===== config.mk =====
export PLATFORM = sky130hd
export DESIGN_NAME = pll_lock_manager
export DESIGN_NICKNAME = d
export VERILOG_FILES = /design/src/rtl/pll_lock_manager.sv
export SDC_FILE = /design/constraint.sdc
export NUM_CORES = 1
export LEC_CHECK = 0
export ABC_CLOCK_PERIOD_IN_PS = 2980
export CAP_MARGIN = 5
export CORE_ASPECT_RATIO = 1.4
export CORE_MARGIN = 2
export CORE_UTILIZATION = 55
export DETAILED_ROUTE_END_ITERATION = 10
export PLACE_DENSITY = 0.78
export SYNTH_ARGS = -nofsm -noshare
export SYNTH_HDL_FRONTEND = slang
export SYNTH_SLANG_ARGS = --single-unit

===== constraint.sdc =====
create_clock -name clock_in -period 2.98 [get_ports clock_in]
set_input_delay 0.298 -clock clock_in [delete_from_list [all_inputs] [get_ports clock_in]]
set_output_delay 0.298 -clock clock_in [all_outputs]
set_load 0.1 [all_outputs]

===== src/rtl/pll_lock_manager.sv =====
// PLL lock supervisor: synchronises and debounces LOCK, gates the downstream
// reset, counts lock losses and generates phase-aligned clock-enable strobes.
module pll_lock_manager #(
    parameter int SYNC_STAGES        = 2,
    parameter int LOCK_STABLE_CYCLES = 1024,
    parameter int NUM_CH             = 2,
    parameter int DIV_W              = 8,
    parameter int LOSS_CNT_W         = 8
) (
    input  logic                    clock_in,
    input  logic                    reset,
    input  logic                    locked,
    input  logic                    clear_loss,
    input  logic [NUM_CH*DIV_W-1:0] div_ch,
    output logic                    rst_out,
    output logic                    ready,
    output logic [NUM_CH-1:0]       ce_out,
    output logic [LOSS_CNT_W-1:0]   loss_count,
    output logic                    lock_lost
);

    localparam int STAB_W =
        (LOCK_STABLE_CYCLES > 1) ? $clog2(LOCK_STABLE_CYCLES) : 1;
    localparam logic [STAB_W-1:0] STAB_LAST =
        STAB_W'(LOCK_STABLE_CYCLES - 1);

    typedef enum logic [1:0] {
        WAIT_LOCK,
        STABILIZE,
        RUN
    } state_t;

    state_t                 state;
    logic [SYNC_STAGES-1:0] sync_q;
    logic                   lock_s;
    logic [STAB_W-1:0]      stable_cnt;
    logic                   run;
    logic                   loss_evt;

    assign lock_s   = sync_q[SYNC_STAGES-1];
    assign run      = (state == RUN);
    assign loss_evt = run && !lock_s;

    always_ff @(posedge clock_in) begin
        if (reset) begin
            sync_q <= '0;
        end else begin
            sync_q <= {sync_q[SYNC_STAGES-2:0], locked};
        end
    end

    // rst_out/ready are registered with the state so they never glitch
    always_ff @(posedge clock_in) begin
        if (reset) begin
            state      <= WAIT_LOCK;
            stable_cnt <= '0;
            rst_out    <= 1'b1;
            ready      <= 1'b0;
        end else begin
            unique case (state)
                WAIT_LOCK: begin
                    stable_cnt <= '0;
                    if (lock_s) begin
                        state <= STABILIZE;
                    end
                end
                STABILIZE: begin
                    if (!lock_s) begin
                        state      <= WAIT_LOCK;
                        stable_cnt <= '0;
                    end else if (stable_cnt == STAB_LAST) begin
                        state      <= RUN;
                        stable_cnt <= '0;
                        rst_out    <= 1'b0;
                        ready      <= 1'b1;
                    end else begin
                        stable_cnt <= stable_cnt + 1'b1;
                    end
                end
                RUN: begin
                    if (!lock_s) begin
                        state   <= WAIT_LOCK;
                        rst_out <= 1'b1;
                        ready   <= 1'b0;
                    end
                end
                default: begin
                    state      <= WAIT_LOCK;
                    stable_cnt <= '0;
                    rst_out    <= 1'b1;
                    ready      <= 1'b0;
                end
            endcase
        end
    end

    // A loss on the same edge as a clear leaves exactly one recorded loss
    always_ff @(posedge clock_in) begin
        if (reset) begin
            loss_count <= '0;
            lock_lost  <= 1'b0;
        end else if (loss_evt) begin
            lock_lost <= 1'b1;
            if (clear_loss) begin
                loss_count <= LOSS_CNT_W'(1);
            end else if (!(&loss_count)) begin
                loss_count <= loss_count + 1'b1;
            end
        end else if (clear_loss) begin
            loss_count <= '0;
            lock_lost  <= 1'b0;
        end
    end

    for (genvar i = 0; i < NUM_CH; i++) begin : g_ch
        logic [DIV_W-1:0] d;
        logic [DIV_W-1:0] last;
        logic [DIV_W-1:0] cnt;
        logic             hit;

        assign d    = div_ch[i*DIV_W +: DIV_W];
        assign last = (d == '0) ? '0 : d - 1'b1;
        // >= rather than == so a lowered divisor never waits for a full wrap
        assign hit  = run && (cnt >= last);
        assign ce_out[i] = hit;

        always_ff @(posedge clock_in) begin
            if (reset || !run || hit) begin
                cnt <= '0;
            end else begin
                cnt <= cnt + 1'b1;
            end
        end
    end

endmodule

; ---- Word-level counts from Yosys, hierarchy flattened
; Index checks and enable logic that the tools add are counted.
[totals]
ff_bits = 41
in_bits = 20
output_inout_bits = 13
wordCells = 67
[op_classes]
n_addsub = 6
magnitude_cmp = 2
n_eq_ne = 9
mux = 24
bitwise_logic = 1
n_reduce_logical = 16
[op_table]
columns = cell, n
row1 = 2-to-1 mux 8 bit, 6
row2 = adder 8 x 1 -> 8 bit (second input constant), 3
row3 = 2-to-1 mux 10 bit, 2
row4 = case mux 10 bit (2 select lines), 1
row5 = greater-or-equal comparator 8 bit, 2
row6 = zero test 8 bit, 2
row7 = subtractor 8 x 1 -> 8 bit (second input constant), 2
row8 = adder 10 x 1 -> 10 bit (second input constant), 1
row9 = equality test 10 bit (second input constant), 1
row10 = inequality test 2 bit (second input constant), 5
row11 = 2-to-1 mux 1 bit, 8
row12 = 2-to-1 mux 2 bit, 4
row13 = AND reduction 8 bit, 1
row14 = case mux 1 bit (3 select lines), 2
row15 = case mux 2 bit (3 select lines), 1
row16 = AND reduction 4 bit, 1
row17 = logical AND 1 bit, 3
row18 = logical OR 1 bit, 3
row19 = inequality test 3 bit (second input constant), 1
row20 = AND reduction 3 bit, 1
row21 = equality test 2 x 1 -> 1 bit (second input constant), 1
row22 = equality test 2 bit (second input constant), 1
row23 = zero test 1 bit, 2
row24 = zero test 2 bit, 1
row25 = 3 further kinds, 3

; ---- Logic depth before layout (Yosys ltp)
; Gate-level depths: netlist of the first run.
[logic_depth]
word_depth = 5
ltp_mapped = 12

; ---- Worst setup path after synthesis of the first run
; Ideal clock, no wire load.
[synth_timing]
path_type = input port to output port
startpoint = in div_ch[8]
endpoint = out ce_out[1]
arrival_time_ns = 2.433
t_required_ns = 2.682
path_slack_ns = 0.249
path_stages = 12
path_buffers = 1
cell_sequence = inv_1 ha_1 nor2b_1 nand3b_1 or3_1 o21ai_0 ha_1 or3_1 a21oi_1 o31a_1 nor2_1 buf_4
[synth_via]
elab_chain_cells = 4
word_cells_on_any_way = 5
[synth_rtl]
columns = element, line
row1 = from (decl), 14  ; input logic [NUM_CH*DIV_W-1:0] div_ch,
row2 = subtractor 8 x 1 -> 8 bit / zero test 8 bit (equally long branches), 122  ; assign last = (d == '0) ? '0 : d - 1'b1;
row3 = 2-to-1 mux 8 bit *, 122
row4 = greater-or-equal comparator 8 bit *, 124  ; assign hit = run && (cnt >= last);
row5 = logical AND 1 bit *, 124
row6 = to (decl), 17  ; output logic [NUM_CH-1:0] ce_out,
; Mark *: on every way between the ends. The rest lies on a longest branch, timed or not.

; ---- Worst setup path in the final report of the first run
[layout_timing]
startpoint = in div_ch[4]
endpoint = out ce_out[0]
; Same word-level chain as after synthesis.

==> results of run 1 <==
## final timing paths
path	start	end	slack, ns	cells past startpoint
max	div_ch[4]	ce_out[0]	0.14	10
min	sync_q[0]	sync_q[1]	0.45	1
max reg2reg	g_ch[0].cnt[0]	g_ch[0].cnt[2]	0.97	7
min reg2reg	sync_q[0]	sync_q[1]	0.45	1
## final cells by class
class                   instances  area, sq um
fillers                       308          996
inverters                      11         41.3
clock buffers                   7         86.3
well taps                      45         56.3
clock inverters                 1         30.0
repair buffers                 60          531
multi-input cells             223         1640
flip-flops and latches         41          821
## power by group
group,switching [mW],total [mW],internal [mW]
Combinational,0.0518,0.121,0.0691
Clock,0.179,0.452,0.273
Sequential,0.00165,0.551,0.549
## synth_stat cells (4+ instances only)
master    count
nand3_1      13
xor2_1       15
o21ai_0      18
nand2b_1     11
and4_1        4
nor2b_1       7
xnor2_1       7
and3_1       11
nand4_1       4
ha_1         22
inv_1        11
nor2_1       27
or3_1         9
mux2i_1       5
dfxtp_1      41
o211ai_1      4
a21oi_1      12
nand2_1      19
## what timing repair did
item	CTS	global route
pin swaps	14	14
gates resized for setup	28	23
endpoints found under the setup margin	2	14
gates cloned	0	0
buffers inserted	6	0
## worst reg2reg max path: cells and delay by family, from the launching register on
family                     cells  cell delay (ns)
AOI/OAI and AO/OA              2             0.78
adders and majority gates      1             0.27
buffers and inverters          2             0.19
DFF                            1             0.40
and+or+nand+nor                2             0.23
## flip-flops by register name (all words and copies together), names as in the netlist
name,count
lock_lost,1
g_ch.cnt,16
rst_out,1
sync_q,2
stable_cnt,10
loss_count,8
state,2
ready,1
## cell families (layout without fill, tap and decap cells)
logic type,count (synthesis),after routing,share of synthesized area
simple gates,121,121,0.273
compound gates,53,53,0.141
flops,41,41,0.341
fa+ha+maj,22,22,0.115
xor+xnor,22,22,0.0802
buf+inv,16,79,0.0291
mux,5,5,0.0208
## routing by layer
metal  vias to the layer above  share of wire
li1                       1128              -
met3                         9          0.032
met5                         -              0
met4                         0          0.015
met2                        35           0.53
met1                       996           0.42
==> flow_results.org, run 1 <==
** Routing
- Number of design rule violations left after detail routing :: 0
- In the routed layout, each cell is associated on average with a via count of roughly 5.6.
- Initial drt markers :: 47
- Via count :: roughly 2,200
- After detailed routing, the average wire length per cell comes to ~13 um.
- First-pass iteration count of the detailed router :: 4
- In this run the remaining antenna-violating nets after routing total 0.
- Total detailed-routing wirelength :: 5.04 mm

** Power and ir drop
- Maximum VDD drop :: 0.447 mV
- Power density relative to cell area :: between 300 and 400 mW/mm^2
- Post-route total power :: between 1 and 1.5 mW
- Static Leak :: 1.43 nW

** Clock tree
- Level count of the clock H-tree :: 2
- Clock transition time at the flip-flop clock pins of the worst setup and hold paths :: around 0.07 ns
- Clock Latency Late Sink :: 0.29 ns
- After clock tree synthesis, the flow added hold-fix buffers numbering 0.
- Clock tree root buffer cell :: clkbuf_8
- Maximum buffer depth of the clock tree :: 2
- CTS tree :: yes
- Clock tree synthesis found a total of 41 sinks.
- The number of clock buffers added by TritonCTS is 5.

** Global route
- Entering global routing, the biggest net connects 13 pins.
- Met2 usage in global routing :: 0.407
- Met3 Resource Use GR :: 0.0405
- For this run, global-route usage on met1 was measured as 0.240.
- Number of global-route vias before repair :: around 2,100
- Most utilized layer in the global route result :: met2
- Global routing finished with a remaining overflow of 0.
- First-pass GRT wire length :: 8.47 mm
- Aggregate global-route resource usage :: 0.218
- The initial antenna violation count was 0.

** Timing
- Setup repair after global routing missed its margin :: false
- At the pin with the least slew margin, the transition time is 0.968 ns.
- Setup Total Neg Slack :: 0 ns
- Setup violations remaining at the end of the flow were counted as 0.
- Count of final max-slew check failures :: 0
- Achievable frequency :: roughly 350 MHz
- Share of the cycle needed by the critical path after routing :: 0.952
- Final worst-path setup slack :: roughly 0.14 ns
- Worst relative slew slack :: 0.352
- Worst hold-check slack :: 0.453 ns
- Clock tree skew after final layout :: 0.00408 ns
- Shortest period the worst path allows :: 2.84 ns
- The number of hold violations in the final report came to 0.

** Critical path
- Critical Path Start Type :: primary input
- Data required time at the worst endpoint :: 2.68 ns
- Buffers and inverters on the worst path :: 2
- Slowest stage cell on the critical path :: or3_1
- Grouping stages by cell kind, the critical path spends the most delay in simple AND/OR/NAND/NOR gates.
- Crit-path max cell delay :: roughly 0.39 ns
- Critical path endpoint category :: output port
- Arr. time, crit path :: ~2.5 ns
- The worst setup path is of the in -> out kind.
- Critical path cell sequence :: dlygate4sd2_1 -> or3_1 -> or3_4 -> and2_4 -> ha_1 -> nand2b_4 -> a21oi_2 -> o31a_1 -> nor2_2 -> buf_12
- Of all nets on the critical path, the largest fanout is 5.

** Finish
- Cell Count, Final, Fillers Out :: 388
- Share of post-route cells with drive strength above 1 :: 0.236
- The repair_antennas step left the layout with diodes totalling 0.
- The top cell types in the final layout, fill and taps aside, are dfxtp_1 (41), buf_4 (37), nor2_1 (23), ha_1 (20).
- Net total in the final layout :: about 380
- Once layout is complete, the utilization of the core stands at 0.763.
- Finished Cell Area :: between 0.003 and 0.004 sq mm
- Area growth from synthesis to layout :: 33.5%
- The library cell used most frequently in the layout, excluding fill and tap cells, is dfxtp_1.

** Logic synthesis
- Sorting the synthesized cells by area gives the leading types as dfxtp_1 (34%), ha_1 (11%), xor2_1 (5.5%), nor2_1 (4.2%), o21ai_0 (3.7%).
- The share of the Yosys chip area taken by registers is 0.341.
- Synthesis handed over a netlist of 280 instances.
- Average size of a mapped cell :: around 8.6 sq um
- Number of distinct standard cells referenced by the synthesized netlist :: 43
- Among all flip-flop cells after synthesis, the most frequent one is dfxtp_1.
- After synthesis, the share of flip-flops with an asynchronous set or reset is 0.
- Yosys printed 0 warnings.
- The synthesized design contains 41 register bits.
- Of the post-synthesis cell area, the dominant cell type holds 0.341.
- The mapped netlist covers 0.00240 sq mm.
- Post-synth top area cell :: dfxtp_1
- In this run, synthesis inferred 0 flip-flops with an integrated enable.
- Counting every net in the synthesized netlist gives 322.

** Floorplanning
- Row count :: 28
- Die outline height :: a little over 80 um
- For this configuration, the core starts out at a cell density of 0.572.
- Die Width :: 59.9 um
- The total area inside the core boundary comes to ~0.0042 sq mm.
- Total I/O pin count :: 33
- Die area :: just under 0.005 sq mm

** Placed design
- Detailed placement finished with a half-perimeter wire length of 3.67 mm.
- Cell count after placement :: about 370
- Routability congestion estimate :: just under 0.8
- Post-Place Setup Slack :: -0.283 ns
- In this run the tool buffered the top-level ports with 32 buffer cells.
- Post-detailed-placement cell area :: a little under 0.003 sq mm

** Worst hold path
- The min-delay analysis places its worst path in the category reg -> reg.

** Run status
- Outcome :: completed

** Flow run
- Max-cap violations :: 0
Note: power is estimated with default switching activity, not from simulation.
==> run 2: changes to the inputs <==
Settings changed: CORE_MARGIN 2 to default, CTS_CLUSTER_DIAMETER from default to 40, SETUP_SLACK_MARGIN from default to 0.15.
==> run 2 against run 1 <==
  * The run now ends with design-rule violations left
  * Worst hold slack better by 0.0085 ns
  * Register-to-register slack barely moved
  * Global-route usage increased by 3.2 points
  * Clock-buffer cell count down 2
  * Total power decreased by 4.6%
  * Worst setup slack improved by 0.034 ns
  * Critical path type unchanged
  * Largest cell class unchanged
  * Largest power group unchanged
==> flow_results.org, run 2 (synthesis gave the netlist of run 1 again) <==
** Finish
- The register with the most flip-flops in the layout has 16 of them.
- Utilization after layout :: 0.803
- Of the cells placed in the final design, the portion with a size suffix greater than 1 is 0.300.
- Counting flops per register, the top entry is g_ch.cnt.
- Top Registers :: g_ch.cnt: 16 flops, stable_cnt: 10 flops, loss_count: 8 flops
- Area growth from synthesis to layout :: 40.4%
- The finished layout holds a little under 400 standard cells, fillers aside.
- Net total in the final layout :: approximately 400
- Most frequent cells in the layout :: dfxtp_1 (41), buf_4 (41), nor2_1 (23), o21ai_0 (17), nand2_1 (16)
- 0 antenna diodes ended up in the layout.

** Floorplanning
- Die Width :: 57.9 um
- Die area :: 0.00464 sq mm
- The die is between 80 and 90 um tall.
- Total I/O pin count :: 33
- The initialized floorplan defines 28 standard-cell rows.
- The core region is 0.00420 sq mm.
- Initial core utilization :: 0.572

** Clock tree
- The H-tree was split into 2 levels.
- Clock tree root buffer cell :: clkbuf_8
- CTS tree :: yes
- Maximum buffer depth of the clock tree :: 2
- Clock Latency Late Sink :: 0.30 ns
- Clock-pin slew was measured on the worst setup and hold paths at ~0.080 ns.
- Clk sinks :: 41
- The number of clock buffers added by TritonCTS is 5.

** Worst hold path
- Worst min path class :: reg -> reg
- Counting instances, the worst hold path has a depth of 1.
- Hold path startpoint :: sync_q[0]
- The path with the worst hold slack has its endpoint at sync_q[1].

** Routing
- Via/cell ratio :: between 5 and 6
- In this run, the number of DRC markers left after iteration 0 of detailed routing was 63.
- First-pass iteration count of the detailed router :: 7
- Highest metal layer used by the detailed router :: met4
- The detail route stage leaves a number of antenna-violating nets equal to 0.
- The final route contains 2,341 vias.
- Number of design rule violations left after detail routing :: 5
- Wires add up to 6.28 mm.
- For this block, wires on met1 add up to about 2.5 mm.
- The routed design uses ~190 um of met3 wire.
- In the final routed layout, each cell accounts on average for roughly 16 um.
- In the detailed route, the total length drawn on met2 is between 3 and 4 mm.

** Timing
- For the pin with the worst max-slew slack, the measured transition is between 0.9 and 1 ns.
- Achievable frequency :: between 300 and 400 MHz
- Setup repair after global routing missed its margin :: false
- Clock tree skew after final layout :: 0.0113 ns
- The number of hold violations in the final report is 0.
- Share of the cycle needed by the critical path after routing :: 0.941
- Setup Viol. Count Final :: 0
- Count of final max-slew check failures :: 0
- Shortest period the worst path allows :: approximately 2.8 ns
- In this run the tightest slew margin relative to its limit is 0.357.

** Placed design
- Routability congestion estimate :: approximately 0.8
- In this run the tool buffered the top-level ports with 32 buffer cells.
- Cell count after placement :: between 300 and 400
- After legalization and detailed placement, the total HPWL measured around 3.7 mm.

** Power and ir drop
- Post-route total power :: 1.07 mW
- Static Leak :: roughly 1.4 nW
- Maximum VDD drop :: 0.307 mV
- Power density relative to cell area :: roughly 320 mW/mm^2

** Critical path
- Cell type with the highest occurrence count on the critical path :: or3_1
- In this design, the stage delay of the slowest critical-path cell is 0.38 ns.
- The worst setup path is captured at an output port.
- Critical path cell sequence :: dlygate4sd2_1 -> or3_1 -> or3_4 -> nand2_2 -> ha_4 -> or3_1 -> a21oi_2 -> o31a_1 -> nor2_2 -> buf_12
- STA puts the critical path data required time at approximately 2.7 ns.
- The critical path in this run is classified as in -> out.
- Critical Path Start Type :: primary input
- In this run the critical register-to-register path is captured at g_ch[0].cnt[3].
- Worst R2R Start :: g_ch[0].cnt[0]
- The setup check on the worst reg-to-reg path leaves a slack of 0.96 ns.
- In this run the worst path has a maximum fanout of 5.
- Cell class contributing the biggest share of worst-path delay :: simple AND/OR/NAND/NOR gates
- The number of buffers and inverters on the critical path is 2.
- Slowest stage cell on the critical path :: or3_4
- Arr. time, crit path :: around 2.5 ns
- The number of cells on the worst reg-to-reg path is 6.

** Global route
- Maximum number of pins on one net before global-route repair :: 16
- The number of global-route vias before repair came to 2,229.
- First-pass GRT wire length :: about 9.1 mm
- Aggregate global-route resource usage :: 0.251
- The initial antenna violation count came to 0.
- Global route total overflow :: 0

** Flow run
- Across the run, the number of max-cap violations was 0.

** Run status
- The checks that failed: design-rule violations.
- The run finished, with violations left.
run 2: report_power, final:
part | internal (mW) | switching, mW
Combinational | 0.0823 | 0.0692
Sequential | 0.549 | 0.00170
Clock | 0.169 | 0.201
run 2: worst max-delay path by stage:
stage	from	endpoint	slack, ns	depth (start not counted)
5_1_grt	div_ch[4]	ce_out[0]	0.10	10
2_1_floorplan	div_ch[8]	ce_out[1]	0.25	12
4_1_cts	div_ch[9]	ce_out[1]	0.17	13
6_report	div_ch[6]	ce_out[0]	0.18	10
3_3_place_gp	div_ch[8]	ce_out[1]	-0.21	13
3_5_place_dp	div_ch[8]	ce_out[1]	-0.24	13
run 2: what timing repair did:
| action | CTS | global route |
|---|---|---|
| endpoints found under the setup margin | 9 | 2 |
| hold buffers | 0 | 0 |
| pin swaps | 21 | 23 |
| gates resized for setup | 60 | 31 |
| endpoints found under the hold margin | 0 | 0 |
| setup buffers | 11 | 2 |
| gates cloned | 0 | 0 |
run 2: final cells by class:
cell class / count / area (sq um)
clock buffer: 5 / 68.8
clock inverter: 3 / 25.0
fill: 265 / 830
inverter: 11 / 48.8
multi-input combinational: 223 / 1760
sequential: 41 / 821
tap: 45 / 56.3
timing repair buffer: 67 / 594
run 2: layer usage:
metal	vias to the layer above	global-route usage
li1	1146	-
met1	1135	0.253
met2	52	0.490
met3	8	0.0435
met4	0	0.102
met5	-	0
run 2: stage by stage:
stage | area, sq um | setup slack [ns] | TNS, ns | hold WS [ns]
final | 3370 | 0.177 | 0 | 0.462
after global routing | 3370 | 0.101 | 0 | 0.468
after CTS | 3240 | 0.166 | 0 | 0.462
after detailed placement | 2910 | -0.238 | -2.64 | 0.443
after global placement | 2910 | -0.207 | -2.30 | 0.422
after floorplan | 2400 | 0.249 | 0 | 0.414
==> run 3: changes to the inputs <==
Settings changed: CAP_MARGIN 5 to default, HOLD_SLACK_MARGIN from default to 0.1.
==> results of run 3 <==
The final DEF is identical to that of run 2; final timing and power are the same.
